[src/rtl/dma_read_2d_pkg.sv]
// Shared types and helpers for the 2-D strided read DMA.
package dma_pkg;
    typedef enum logic [1:0] {IDLE, RUN, DRAIN} state_t;

    function automatic int clog2(input int v);
        int r;
        r = 0;
        while ((1 << r) < v) r++;
        return r;
    endfunction
endpackage

[src/rtl/dma_read_2d_stream_fifo.sv]
// Synchronous FIFO with flush; head entry is presented combinationally.
module stream_fifo import dma_pkg::*; #(
    parameter int WIDTH = 9,
    parameter int DEPTH = 8,
    localparam int CW = clog2(DEPTH + 1),
    localparam int PW = (DEPTH > 1) ? clog2(DEPTH) : 1
) (
    input  logic             clk,
    input  logic             rst_n,
    input  logic             flush,
    input  logic             s_valid,
    input  logic [WIDTH-1:0] s_data,
    output logic             m_valid,
    output logic [WIDTH-1:0] m_data,
    input  logic             m_ready,
    output logic [CW-1:0]    count
);
    logic [WIDTH-1:0] mem [DEPTH];
    logic [PW-1:0]    rd_ptr, wr_ptr;
    logic             push, pop;

    // Upstream credit accounting guarantees a push never hits a full FIFO.
    assign push    = s_valid;
    assign pop     = m_valid && m_ready;
    assign m_valid = (count != '0);
    assign m_data  = mem[rd_ptr];

    function automatic logic [PW-1:0] nxt(input logic [PW-1:0] p);
        return (p == PW'(DEPTH - 1)) ? '0 : p + 1'b1;
    endfunction

    always_ff @(posedge clk or negedge rst_n) begin
        if (!rst_n) begin
            rd_ptr <= '0;
            wr_ptr <= '0;
            count  <= '0;
        end else if (flush) begin
            rd_ptr <= '0;
            wr_ptr <= '0;
            count  <= '0;
        end else begin
            if (push) wr_ptr <= nxt(wr_ptr);
            if (pop)  rd_ptr <= nxt(rd_ptr);
            if (push && !pop)      count <= count + 1'b1;
            else if (!push && pop) count <= count - 1'b1;
        end
    end

    always_ff @(posedge clk) begin
        if (push && !flush) mem[wr_ptr] <= s_data;
    end
endmodule

[src/rtl/dma_read_2d.sv]
// 2-D strided read DMA: memory request/response port in, AXI-Stream out,
// with FIFO-credit flow control so in-flight responses always have a slot.
module dma_read_2d import dma_pkg::*; #(
    parameter int DATA_W          = 8,
    parameter int ADDR_W          = 32,
    parameter int LEN_W           = 16,
    parameter int MAX_OUTSTANDING = 8,
    parameter int FIFO_DEPTH      = 8
) (
    input  logic              clk,
    input  logic              rst_n,
    input  logic              start,
    input  logic              abort,
    input  logic [ADDR_W-1:0] base_addr,
    input  logic [LEN_W-1:0]  row_beats,
    input  logic [LEN_W-1:0]  rows,
    input  logic [ADDR_W-1:0] stride,
    output logic              busy,
    output logic              done,
    output logic              aborted,
    output logic              err,
    output logic              mem_req_valid,
    input  logic              mem_req_ready,
    output logic [ADDR_W-1:0] mem_req_addr,
    input  logic              mem_resp_valid,
    input  logic [DATA_W-1:0] mem_resp_rdata,
    input  logic              mem_resp_err,
    output logic              m_tvalid,
    output logic [DATA_W-1:0] m_tdata,
    output logic              m_tlast,
    input  logic              m_tready
);
    localparam int BPB = DATA_W / 8;
    localparam int OW  = clog2(MAX_OUTSTANDING + 1);
    localparam int FCW = clog2(FIFO_DEPTH + 1);

    state_t            state;
    logic [ADDR_W-1:0] row_addr, beat_addr, stride_r;
    logic [LEN_W-1:0]  row_beats_r, rows_r, req_beat, req_row, rsp_beat;
    logic              reqs_left;
    logic [OW-1:0]     outstanding;
    logic [FCW-1:0]    fifo_count;
    logic              req_fire, resp_take, fifo_push, flush;

    // Credit check: every in-flight request already owns a FIFO slot.
    assign mem_req_valid = (state == RUN) && reqs_left && !abort
                        && (outstanding < OW'(MAX_OUTSTANDING))
                        && (int'(outstanding) + int'(fifo_count) < FIFO_DEPTH);
    assign mem_req_addr  = beat_addr;
    assign req_fire      = mem_req_valid && mem_req_ready;
    assign resp_take     = mem_resp_valid && (state != IDLE);
    assign fifo_push     = mem_resp_valid && (state == RUN) && !abort;
    assign flush         = (state == RUN) && abort;

    stream_fifo #(.WIDTH(DATA_W + 1), .DEPTH(FIFO_DEPTH)) u_fifo (
        .clk     (clk),
        .rst_n   (rst_n),
        .flush   (flush),
        .s_valid (fifo_push),
        .s_data  ({rsp_beat == row_beats_r - 1'b1, mem_resp_rdata}),
        .m_valid (m_tvalid),
        .m_data  ({m_tlast, m_tdata}),
        .m_ready (m_tready),
        .count   (fifo_count)
    );

    always_ff @(posedge clk or negedge rst_n) begin
        if (!rst_n) begin
            state       <= IDLE;
            busy        <= 1'b0;
            done        <= 1'b0;
            aborted     <= 1'b0;
            err         <= 1'b0;
            row_addr    <= '0;
            beat_addr   <= '0;
            stride_r    <= '0;
            row_beats_r <= '0;
            rows_r      <= '0;
            req_beat    <= '0;
            req_row     <= '0;
            rsp_beat    <= '0;
            reqs_left   <= 1'b0;
            outstanding <= '0;
        end else begin
            done <= 1'b0;

            if (req_fire && !resp_take)      outstanding <= outstanding + 1'b1;
            else if (!req_fire && resp_take) outstanding <= outstanding - 1'b1;

            if (resp_take) begin
                if (mem_resp_err) err <= 1'b1;
                rsp_beat <= (rsp_beat == row_beats_r - 1'b1) ? '0 : rsp_beat + 1'b1;
            end

            if (req_fire) begin
                if (req_beat == row_beats_r - 1'b1) begin
                    req_beat  <= '0;
                    row_addr  <= row_addr + stride_r;
                    beat_addr <= row_addr + stride_r;
                    if (req_row == rows_r - 1'b1) reqs_left <= 1'b0;
                    else                          req_row   <= req_row + 1'b1;
                end else begin
                    req_beat  <= req_beat + 1'b1;
                    beat_addr <= beat_addr + ADDR_W'(BPB);
                end
            end

            case (state)
                IDLE: begin
                    if (start) begin
                        row_addr    <= base_addr;
                        beat_addr   <= base_addr;
                        stride_r    <= stride;
                        row_beats_r <= row_beats;
                        rows_r      <= rows;
                        req_beat    <= '0;
                        req_row     <= '0;
                        rsp_beat    <= '0;
                        aborted     <= 1'b0;
                        err         <= 1'b0;
                        if (rows == '0 || row_beats == '0) begin
                            done <= 1'b1;
                        end else begin
                            state     <= RUN;
                            busy      <= 1'b1;
                            reqs_left <= 1'b1;
                        end
                    end
                end
                RUN: begin
                    if (abort) begin
                        state     <= DRAIN;
                        reqs_left <= 1'b0;
                    end else if (!reqs_left && outstanding == '0 && fifo_count == '0) begin
                        state <= IDLE;
                        busy  <= 1'b0;
                        done  <= 1'b1;
                    end
                end
                DRAIN: begin
                    if (outstanding == '0) begin
                        state   <= IDLE;
                        busy    <= 1'b0;
                        done    <= 1'b1;
                        aborted <= 1'b1;
                    end
                end
                default: state <= IDLE;
            endcase
        end
    end
endmodule

[config.mk]
export PLATFORM = sky130hd
export DESIGN_NAME = dma_read_2d
export DESIGN_NICKNAME = d
export VERILOG_FILES = /design/src/rtl/dma_read_2d_pkg.sv /design/src/rtl/dma_read_2d_stream_fifo.sv /design/src/rtl/dma_read_2d.sv
export SDC_FILE = /design/constraint.sdc
export NUM_CORES = 1
export LEC_CHECK = 0
export ABC_AREA = 1
export ABC_CLOCK_PERIOD_IN_PS = 5000
export BUFFER_PORTS_ARGS = -buffer_cell sky130_fd_sc_hd__buf_2
export CAP_MARGIN = 40
export CORE_ASPECT_RATIO = 1.2
export CORE_MARGIN = 2
export CORE_UTILIZATION = 60
export CTS_CLUSTER_DIAMETER = 150
export DETAILED_ROUTE_END_ITERATION = 10
export HOLD_SLACK_MARGIN = 0.12
export PLACE_DENSITY_LB_ADDON = 0.12
export SETUP_SLACK_MARGIN = 0.02
export SLEW_MARGIN = 30
export SYNTH_ARGS = -nofsm -noshare
export SYNTH_HDL_FRONTEND = slang
export SYNTH_HIERARCHICAL = 1
export SYNTH_SLANG_ARGS = --single-unit
[constraint.sdc]
create_clock -name clk -period 5 [get_ports clk]
set_input_delay 0.75 -clock clk [delete_from_list [all_inputs] [get_ports clk]]
set_output_delay 0.75 -clock clk [all_outputs]
set_load 0.05 [all_outputs]
# ---- Word level (Yosys, flattened, before mapping)
# Memory sizes are Yosys's and may differ from the RTL's.
# Index checks and enable logic that the tools add are counted.
dict set report op_classes {
  n_reduce_logical 42
  mux 66
  add_sub_neg 14
  n_eq_ne 13
  magnitude_cmp 2
}
# operator count
set ops {}
lappend ops {{32-bit two-way mux} 8}
lappend ops {{16-bit two-way mux} 13}
lappend ops {{16-bit by 1-bit adder with 16-bit output (second input constant)} 3}
lappend ops {{16-bit == test} 3}
lappend ops {{32-bit by 1-bit adder with 32-bit output (second input constant)} 1}
lappend ops {{32-bit adder} 1}
lappend ops {{16-bit logical NOT} 2}
lappend ops {{16-bit by 1-bit subtractor with 16-bit output (second input constant)} 2}
lappend ops {{1-bit two-way mux} 24}
lappend ops {{4-bit two-way mux} 5}
lappend ops {{3-bit two-way mux} 6}
lappend ops {{1-bit logical AND} 17}
lappend ops {{2-bit two-way mux} 5}
lappend ops {{2-bit nonzero test} 5}
lappend ops {{4-bit by 1-bit adder with 4-bit output (second input constant)} 2}
lappend ops {{4-bit logical NOT} 2}
lappend ops {{2-bit inequality test (second input constant)} 4}
lappend ops {{4-bit by 1-bit subtractor with 4-bit output (second input constant)} 2}
lappend ops {{1-bit logical NOT} 7}
lappend ops {{3-bit by 1-bit adder with 3-bit output (second input constant)} 2}
lappend ops {{3-bit == test (second input constant)} 2}
lappend ops {{1-bit one-hot mux with 3 select lines} 2}
lappend ops {{2-bit one-hot mux with 3 select lines} 1}
lappend ops {{6-bit AND reduction} 1}
lappend ops {{other kinds (15)} 17}
dict set report totals {
  reg_bits 197
  wordCells 156
  output_inout_bits 47
  memories 1
  mem_bits_rw 72
}
# name words word_bits rd rd_ports_with_merged_regs wr line
set mem_list {}
lappend mem_list {u_fifo.mem 8 9 1 0 1 dma_read_2d_stream_fifo.sv:18} ;# logic [WIDTH-1:0] mem [DEPTH];

# ---- Logic depth before layout (Yosys ltp)
# Gate-level depths: netlist of the first run.
dict set report depth {
  ltp_word 10
  ltp_mapped 19
}

# ---- Cells and area by module
# Netlist of the first run, hierarchy kept.
# mod n_inst seq_area_each_um2 cells_each area_each_um2
set by_module_without_submodules {}
lappend by_module_without_submodules {dma_read_2d 1 4679.5 2062 13616.8}
lappend by_module_without_submodules {stream_fifo 1 2412.3 289 3545.9}

# ---- Least setup slack after synthesis of the first run
# OpenSTA, ideal clock, no wires.
dict set report synth_path {
  path_kind {input port to flip-flop}
  from {in abort}
  to {reg outstanding[3]}
  t_arrival_ps 3108
  t_required_ps 4875
  stages 16
  path_slack_ps 1767
  setup_time_ps 125
  n_path_buf 2
  path_cell_list {nor2_1 nand3_1 nor4_1 nand3_1 inv_1 buf_2 buf_2 ha_1 inv_1 ha_1 a21o_1 a21oi_1 nand2_1 nand2_1 nor2_1 xor2_1}
}
dict set report synth_via {
  elab_chain_len 8
  word_cells_on_any_way 10
  cone_classes {mux: 1; reduce/logical: 9}
}
# element line
set synth_lines {}
lappend synth_lines {{start, declared} dma_read_2d.sv:13} ;# input logic abort,
lappend synth_lines {{1-bit logical NOT *} dma_read_2d.sv:46} ;# assign mem_req_valid = (state == RUN) && reqs_left && !abort
lappend synth_lines {{1-bit logical AND *} dma_read_2d.sv:46}
lappend synth_lines {{1-bit logical AND *} dma_read_2d.sv:47} ;# && (outstanding < OW'(MAX_OUTSTANDING))
lappend synth_lines {{1-bit logical AND *} dma_read_2d.sv:48} ;# && (int'(outstanding) + int'(fifo_count) < FIFO_DEPTH);
lappend synth_lines {{1-bit logical AND *} dma_read_2d.sv:50} ;# assign req_fire = mem_req_valid && mem_req_ready;
lappend synth_lines {{1-bit logical NOT} dma_read_2d.sv:88} ;# else if (!req_fire && resp_take) outstanding <= outstanding - 1'b1;
lappend synth_lines {{1-bit logical AND} dma_read_2d.sv:88}
lappend synth_lines {{2-bit nonzero test (no line)} -}
lappend synth_lines {{end signal, assigned} dma_read_2d.sv:87} ;# if (req_fire && !resp_take) outstanding <= outstanding + 1'b1;
lappend synth_lines {{end signal, assigned} dma_read_2d.sv:88}
lappend synth_lines {{end, declared} dma_read_2d.sv:41} ;# logic [OW-1:0] outstanding;
# Mark *: on every way between the ends. The rest lies on a longest branch, timed or not.
# A chain may end at the register's enable or synchronous reset.

# ---- Final worst setup path of the first run
dict set report layout_path {
  from {reg state[1]}
  to {reg req_row[3]}
}
dict set report layout_via {
  elab_chain_len 9
  word_cells_on_any_way 10
  cone_classes {eq/ne: 1; mux: 3; reduce/logical: 6}
}
# element line
set layout_lines {}
lappend layout_lines {{start, declared} dma_read_2d.sv:37} ;# state_t state;
lappend layout_lines {{start signal, assigned} dma_read_2d.sv:69} ;# state <= IDLE;
lappend layout_lines {{start signal, assigned} dma_read_2d.sv:124} ;# state <= RUN;
lappend layout_lines {{start signal, assigned} dma_read_2d.sv:132} ;# state <= DRAIN;
lappend layout_lines {{2-bit by 1-bit == test with 1-bit output} dma_read_2d.sv:46}
lappend layout_lines {{1-bit logical AND (2 in series)} dma_read_2d.sv:46}
lappend layout_lines {{1-bit logical AND} dma_read_2d.sv:47}
lappend layout_lines {{1-bit logical AND} dma_read_2d.sv:48}
lappend layout_lines {{1-bit logical AND} dma_read_2d.sv:50}
lappend layout_lines {{16-bit two-way mux} dma_read_2d.sv:95} ;# if (req_fire) begin
lappend layout_lines {{16-bit two-way mux} dma_read_2d.sv:110} ;# if (start) begin
lappend layout_lines {{16-bit two-way mux *} dma_read_2d.sv:108} ;# case (state)
lappend layout_lines {{end signal, assigned} dma_read_2d.sv:101} ;# else req_row <= req_row + 1'b1;
lappend layout_lines {{end, declared} dma_read_2d.sv:39} ;# logic [LEN_W-1:0] row_beats_r, rows_r, req_beat, req_row, rsp_beat;
# Marks and branches as above.

==> metrics.txt, run 1 <==
routability congestion estimate 1.01; Post-synth EDFFs 72; Clock Pin Slew Worst Setup and Hold Paths approximately 60 ps; post-synthesis sequential area ratio 0.413; share of post-route cells with drive strength above 1 0.112; vias 16500; Setup CP Type reg2reg; post-route cell area 19300 sq um; worst path required time 5480 ps; Die H 189 microns; Skew-Pair Late Insertion Delay 560 ps; Slew HR 0.376; first-pass GRT wire length 80100 microns; arrival time worst endpoint 4170 ps; fin nets 2664; Comb power frac 0.550; # Post-CTS Setup Buffers 0; clock tree buffer depth 3; Root Driver clkbuf_16; Die ar. 30000 sq um; average wire per standard cell 17.3 microns; NetSw 6.48 mW; switching power share of the total 0.505; fraction of registers with async set/reset 0.732; number of port buffers 158; synth warn 6; CTS tree built; Clock power frac 0.165; Post-Route Skew 20.2 ps; Top FF cell, synth dfrtp_1; total power divided by cell area 666 nW/um^2; initial antenna violation count 0; Worst Hold Class in2async; core region area 28000 sq um; Starting Density 0.613; Total Routing Usage GR 0.337; DRT antenna net count 0; Worst Tran Pin Value roughly 930 ps; final core utilization 0.688; area grow syn2layout 12.2%; count of final hold-check violations 0; Leak 9.47 nW; Max Fclk approximately 0.27 GHz; outcome completed; hold_ws about 140 ps; Die Wd around 160 microns; setup TNS 0 ps; Remaining Overflow, GRT 0; CTS Hold Buffers Added 0; Startpoint Class flop; I/O pins roughly 160; H-tree depth 1; CP max FO 44; main area contributors after synthesis dfrtp_1, nand2_1, edfxtp_1, inv_1, nor2_1; fin cells 2897; 1st-iter DRT viols 1348; Ant. Diodes 0; placed cell area about 18000 sq um; area share of the largest cell type after synthesis 0.287; Final period util 0.739; post_cts resized 0; cell-internal power 6.35 mW; First-pass DRT Iterations 8; Final setup viols 0; Num CTS Buffers 28; DRC viols 0; synthesized cell area 17200 sq um; DP HPWL 37300 microns; vias in the first global route 16300; peak supply drop between 0.0004 and 0.0005 V; Clock Sink Count between 200 and 300; Seq pwr share 0.285; Final min period 3700 ps; largest net degree at the start of global routing 81; post-synthesis cell count 2351; synth unique cells 50; biggest area consumer among synthesized cells dfrtp_1; kind of end point of the critical path flop; number of synthesized register bits roughly 270; Post-Syn Nets 2519; Rows 67; Final Max Slew Viols 0; unrepaired setup endpoints after global routing no; Mapped Avg Cell Area roughly 7.3 sq um; vias per std cell 5.70; Inst Count DP 2844; Register-to-Register Path Depth 15; Max-Cap Viols 0; routed wire length 50200 microns
-- logic make-up (layout without fill, tap and decap cells) --
kind of cell               after synthesis  count (layout)  synth area share
muxes                                    9               9           0.00525
adders and majority gates               56              56            0.0421
AOI/OAI and AO/OA                      319             319             0.100
buffers and inverters                  344             511            0.0792
xor gates and xnor gates                82              82            0.0418
DFF                                    269             269             0.413
and+or+nand+nor                       1272            1272             0.318
-- routing by layer --
layer | vias to the layer above | global-route usage | wire length (microns)
li1 | 7932 | - | -
met1 | 7780 | 0.403 | 19700
met2 | 645 | 0.592 | 24700
met3 | 166 | 0.0357 | 2940
met4 | 0 | 0.181 | 2870
met5 | - | 0 | 0
-- per-stage QoR --
step | power (mW) | setup WS, ps
after floorplan | 8.74 | 1770
after global routing | 13.8 | 1040
after detailed placement | 10.6 | 1270
final | 12.8 | 1300
after global placement | 10.4 | 1360
after CTS | 12.7 | 1350
-- path summary, 6_finish.rpt --
kind                              startpoint  slack (ps)      endpoint
min in group clk                  stride[27]         390  stride_r[27]
max in group asynchronous              rst_n        4050     rows_r[1]
worst min-delay path                   rst_n         140  stride_r[10]
worst max register to register      state[1]        1300    req_row[3]
worst max-delay path                state[1]        1300    req_row[3]
worst min register to register  stride_r[13]         490  stride_r[13]
-- registers in the layout, indices dropped and copies added, names as in the netlist, 3 cells and up --
signal / count
req_row: 16
req_beat: 16
row_beats_r: 16
u_fifo/count: 4
u_fifo/wr_ptr: 3
rsp_beat: 16
stride_r: 32
outstanding: 4
mem_req_addr: 32
u_fifo/rd_ptr: 3
u_fifo/mem: 72
row_addr: 32
rows_r: 16
-- critical path, stage by stage (launching register included) --
cell and delay, ps:
dfrtp_1 410, inv_1 90, ha_1 200, inv_1 60, nor2_1 130, nand3_1 90, nor4_1 300, nand3_2 90
buf_4 330, inv_1 280, nand3_4 560, nor2_4 640, nand2_1 150, nand2_1 110, inv_1 50, nor2_1 90
-- placed cells by master (no fill, tap or decap), types with 7 or more instances in the layout --
master and instances:
or2_2 19, nand2_1 653, edfxtp_1 72, a21o_1 7, nor4_1 13, inv_1 278, buf_2 157, clkbuf_16 29
dfrtp_1 196, nand3b_1 10, xor2_1 61, xnor2_1 21, o21bai_1 10, nor3_1 44, o21ai_1 20, o21ai_0 134
o22ai_1 12, mux2i_1 9, a21oi_1 114, nor2_1 269, nand4_1 49, ha_1 53, buf_4 14, nor2_2 18
nand3_1 172
-- layout make-up --
type,instances,area [sq um]
Timing Repair Buffer,175,972
Tap cell,379,474
Fill cell,2482,8740
Clock buffer,34,754
Sequential cell,269,7090
Inverter,284,1070
Multi-Input combinational cell,1738,8730
Clock inverter,18,170
-- power groups by stage --
stage / combinational [mW] / clock, mW / sequential, mW
floorplan: 4.89 / 0 / 3.86
global placement: 6.78 / 0 / 3.65
detailed placement: 6.92 / 0 / 3.66
CTS: 6.97 / 2.14 / 3.64
global route: 7.86 / 2.23 / 3.73
finish: 7.06 / 2.12 / 3.66
-- Yosys cell counts, types with 7 or more instances --
cell      count
nand2_1     654
inv_1       278
nor2_1      270
dfrtp_1     197
nand3_1     173
o21ai_0     134
a21oi_1     114
edfxtp_1     72
xor2_1       61
ha_1         53
nand4_1      49
nor3_1       44
clkbuf_1     35
xnor2_1      21
o21ai_1      20
or2_2        19
nor2_2       17
buf_2        15
nor4_1       13
o22ai_1      12
nand3b_1     10
o21bai_1     10
mux2i_1       9
a21o_1        7
(Power assumes the default switching activity.)
==> run 2: changes to the inputs <==
ABC_CLOCK_PERIOD_IN_PS = 3300   (was 5000)
CORE_UTILIZATION = 55   (was 60)
clock period = 3.3 ns   (was 5 ns; I/O delays follow)
==> run 2 against run 1 <==
- via count is 1.6% lower
- largest power group unchanged
- non-clock buffer count is 47 higher
- highest routed layer unchanged
- largest cell class unchanged
- clock power is 61% higher
==> metrics.txt, run 2 (synthesis results as in run 1) <==
Worst Tran Pin Value 806 ps; fin nets 2713; core region area 30600 sq um; number of port buffers 158; Worst path slowest cell dfrtp_1; Num CTS Buffers 30; vias 16300; pre-CTS setup slack 307 ps; DRC viols 0; Clock Pin Slew Worst Setup and Hold Paths 60 ps; total power divided by cell area 998 nW/um^2; most frequent cells in the layout nand2_1, inv_1, nor2_1; Worst Hold Class in2reg; final worst slack 402 ps; Final period util 0.878; Rows 70; routability congestion estimate 0.968; arrival time worst endpoint 3390 ps; Die H roughly 200 microns; Final Max Slew Viols 0; most common cell after layout, fill and taps aside nand2_1; count of final hold-check violations 0; CP max FO 43; Leak 9.69 nW; vias in the first global route 15900; H-tree depth 1; vias per std cell 5.48; Die ar. 32600 sq um; Startpoint Class flop; Die Wd 165 microns; Setup CP Type reg2reg; share of post-route cells with drive strength above 1 0.118; clock tree buffer depth 3; worst path required time ~3800 ps; DRT antenna net count 0; setup TNS 0 ps; 1st-iter DRT viols between 1000 and 1500; Total Routing Usage GR 0.308; Clock Sink Count 269; Reg with most FFs u_fifo/mem; unrepaired setup endpoints after global routing no; kind of end point of the critical path flop; CP max stage delay 410 ps; Final setup viols 0; Starting Density 0.561; I/O pins approximately 160; Root Driver clkbuf_16; critical-path cell list inv_1 -> ha_1 -> inv_1 -> nor2_1 -> nand3_1 -> nor4_1 -> nand3_2 -> buf_4 -> nor3_2 -> nand2_1 -> nor2_1 -> nand2_1 -> o21ai_0 -> nand3_1 -> nor2_1; CTS tree built; Max Fclk 0.345 GHz; average wire per standard cell 16.8 microns; largest net degree at the start of global routing 65; Slew HR 0.458; Skew-Pair Late Insertion Delay between 500 and 600 ps; area grow syn2layout 15.1%; First-pass DRT Iterations 6; # Post-CTS Setup Buffers 0; Max-Cap Viols 0; initial antenna violation count 0; Reg2Reg Setup Slack just over 400 ps; outcome completed; most frequent CP cell nor2_1; Final min period 2900 ps; Bufs and invs on worst path 3; first-pass GRT wire length roughly 80000 microns; peak supply drop between 0.0007 and 0.0008 V; Largest register FFs roughly 70; Ant. Diodes 0; routed wire length 49800 microns; delay-heaviest family, CP simple AND/OR/NAND/NOR gates; overall power around 20 mW; Post-Route Skew between 15 and 20 ps; Remaining Overflow, GRT 0; DP HPWL 37200 microns
-- run 2: repair_timing --
action | in CTS | in global routing
endpoints found under the setup margin | 0 | 2
gates resized for setup | 0 | 1
hold buffers | 28 | 0
hold endpoints to repair | 81 | 0
-- run 2: per-stage QoR --
step | std cells | cell area [sq um] | hold WS, ps | utilization
floorplan | 2351 | 17200 | 199 | -
CTS | 2965 | 19700 | 122 | 0.646
finish | 2965 | 19700 | 137 | 0.646
global route | 2965 | 19700 | 144 | 0.646
detailed placement | 2881 | 18500 | 470 | 0.604
global placement | 2881 | 18500 | 469 | 0.604
-- run 2: worst min-delay path: stages --
cell and delay (ps):
buf_2 80, nand2_1 40, nand2_1 50
-- run 2: worst paths after layout --
check                                  start      endpoint  depth (start not counted)
worst max-delay path                state[1]   req_beat[9]                         15
worst min-delay path              stride[15]  stride_r[15]                          3
worst max register to register      state[1]   req_beat[9]                         15
worst min register to register  stride_r[22]  stride_r[22]                          2
max in group asynchronous              rst_n      state[0]                          3
min in group asynchronous              rst_n     rows_r[1]                          2
-- run 2: final cells by class --
cell class,count,area [sq um]
Tap cell,396,495
Inverter,284,1070
Timing Repair Buffer,222,1380
Fill cell,2716,10800
Multi-Input combinational cell,1738,8730
Sequential cell,269,7090
Clock inverter,20,215
Clock buffer,36,773
-- run 2: routing by layer --
metal	global-route usage	part of all wire	up-vias
met3	0.0351	0.054	137
li1	-	-	8048
met2	0.538	0.49	531
met4	0.132	0.042	0
met1	0.383	0.42	7546
met5	0	0	-
-- run 2: power breakdown --
| part | leakage, nW | switching, mW | internal, mW |
|---|---|---|---|
| registers | 3.08 | 1.10 | 4.36 |
| logic | 6.14 | 7.35 | 3.49 |
| clock network | 0.472 | 1.42 | 1.98 |
==> run 3: changes to the inputs <==
CORE_UTILIZATION = 45   (was 55)
==> run 3 against run 2 <==
- register-to-register slack lost 50 ps
- first-iteration DRC count shrank 14%
- non-clock buffer count grew 11
- critical path depth grew 2
- worst hold slack gained 2.7 ps
- critical path type unchanged
==> metrics.txt, run 3 (synthesis results as in run 1) <==
outcome completed; CP startpoint state[1]; Root Driver clkbuf_16; 1st-iter DRT viols ~1100; Max Fclk around 0.34 GHz; Clock power frac 0.176; Multi-input gate area 8740 sq um; H-tree depth 1; Worst path slowest cell dfrtp_1; fin nets between 2000 and 3000; number of port buffers 158; setup TNS 0 ps; Worst Hold Class in2reg; Bufs and invs on worst path 4; Final min period 2950 ps; most frequent CP cell inv_1; DP HPWL around 40000 microns; critical-path cell list inv_1 -> ha_1 -> inv_1 -> nor2_1 -> nand3_1 -> nor4_2 -> nand3_2 -> inv_1 -> ha_1 -> inv_1 -> ha_1 -> a21o_1 -> a21oi_1 -> nand2_1 -> nand2_1 -> nor2_1 -> xor2_1; Total Routing Usage GR 0.261; Worst Tran Pin Value around 790 ps; Clock Pin Slew Worst Setup and Hold Paths about 60 ps; First-pass DRT Iterations 8; Slew HR 0.470; CP max FO 4; routed wire length 51900 microns; Rows 78; routability congestion estimate about 0.97; critical path depth 17; fin cells 3060; Starting Density 0.456; Post-Route Skew 19.1 ps; worst setup path endpoint outstanding[3]; most frequent cells in the layout nand2_1, inv_1, nor2_1; worst path required time 3770 ps; Fill cells about 3700; Register-to-Register Path Depth 17; average wire per standard cell 17.0 microns; Skew-Pair Late Insertion Delay 600 ps; CP max stage delay 410 ps; Final setup viols 0; clock tree buffer depth 3; total power divided by cell area 991 nW/um^2; Largest register FFs 72; count of final hold-check violations 0; CTS tree built; cell-internal power 9.91 mW; core region area 37700 sq um; share of post-route cells with drive strength above 1 0.120; NetSw 9.93 mW; most common cell after layout, fill and taps aside nand2_1; DRC viols 0; initial antenna violation count 0; I/O pins between 150 and 200; unrepaired setup endpoints after global routing no; peak supply drop 0.000625 V; Die H 218 microns; vias around 16000; Final period util 0.893; Inst Count DP 2969; delay-heaviest family, CP simple AND/OR/NAND/NOR gates; Leak 9.75 nW; vias per std cell around 5.3; area grow syn2layout 16.6%; arrival time worst endpoint 3410 ps; first-pass GRT wire length 82800 microns; Reg2Reg Setup Slack 350 ps; Startpoint Class flop; Ant. Diodes 0; Clock Sink Count 269; Final Max Slew Viols 0; vias in the first global route 16000; Worst R2R Start state[1]; Num CTS Buffers 30; Comb power frac 0.548; Remaining Overflow, GRT 0; DRT antenna net count 0; switching power share of the total 0.501; Setup CP Type reg2reg; kind of end point of the critical path flop; Die Wd 182 microns; FF-to-FF End outstanding[3]; # Post-CTS Setup Buffers 0; register area 7090 sq um; Seq pwr share 0.276; Reg with most FFs u_fifo/mem; largest net degree at the start of global routing 106; Die ar. 39700 sq um; Max-Cap Viols 0
## run 3: what timing repair did
action / in CTS / in global routing
hold buffers: 35 / 0
endpoints found under the hold margin: 114 / 0
resized for setup: 0 / 2
setup endpoints to repair: 0 / 3
## run 3: power groups by stage
stage                     Combinational [mW]  Sequential (mW)  Clock, mW
after floorplan                         7.40             5.84          0
after global placement                  10.6             5.48          0
after detailed placement                10.7             5.49          0
after CTS                               10.8             5.45       3.58
after global routing                    12.1             5.59       3.70
final                                   10.9             5.47       3.50
## run 3: worst register-to-register path, cell delays in order, from the launching register on
cell and delay, ps:
dfrtp_1 410, inv_1 90, ha_1 200, inv_1 50, nor2_1 130, nand3_1 110, nor4_2 220, nand3_2 130
inv_1 220, ha_1 240, inv_1 100, ha_1 290, a21o_1 150, a21oi_1 180, nand2_1 90, nand2_1 60
nor2_1 40, xor2_1 130
## run 3: how the worst min path moves through the flow
stage,from,to,slack (ps),cells past startpoint
after global placement,stride_r[0],stride_r[0],470,2
after floorplan,rst_n,aborted,200,0
after CTS,base_addr[19],row_addr[19],130,3
final,row_beats[2],row_beats_r[2],140,3
after detailed placement,stride_r[14],stride_r[14],480,2
after global routing,row_beats[2],row_beats_r[2],140,3
## run 3: cell type report
class / count / share of cell area
Timing Repair Buffer: 233 / 0.0744
Sequential cell: 269 / 0.354
Clock inverter: 17 / 0.0112
Multi-Input combinational cell: 1738 / 0.436
Tap cell: 480 / 0.0300
Clock buffer: 39 / 0.0402
Inverter: 284 / 0.0534
## run 3: stage by stage
step	instance area, sq um	util	setup WS [ps]	power (mW)	hold slack, ps
finish	20000	0.531	354	19.8	140
global route	20000	0.531	59.1	21.4	141
CTS	20000	0.531	176	19.9	127
detailed placement	18600	0.494	235	16.2	478
global placement	18600	0.494	258	16.1	472
floorplan	17200	-	165	13.2	199
## run 3: layer usage
metal / wire length [microns] / vias up / part of all wire / GRT usage
met1: 22000 / 7659 / 0.42 / 0.321
met4: 1840 / 0 / 0.035 / 0.0989
met3: 2280 / 118 / 0.044 / 0.0261
met2: 25800 / 452 / 0.50 / 0.474
li1: - / 8054 / - / -
met5: 0 / - / 0 / 0
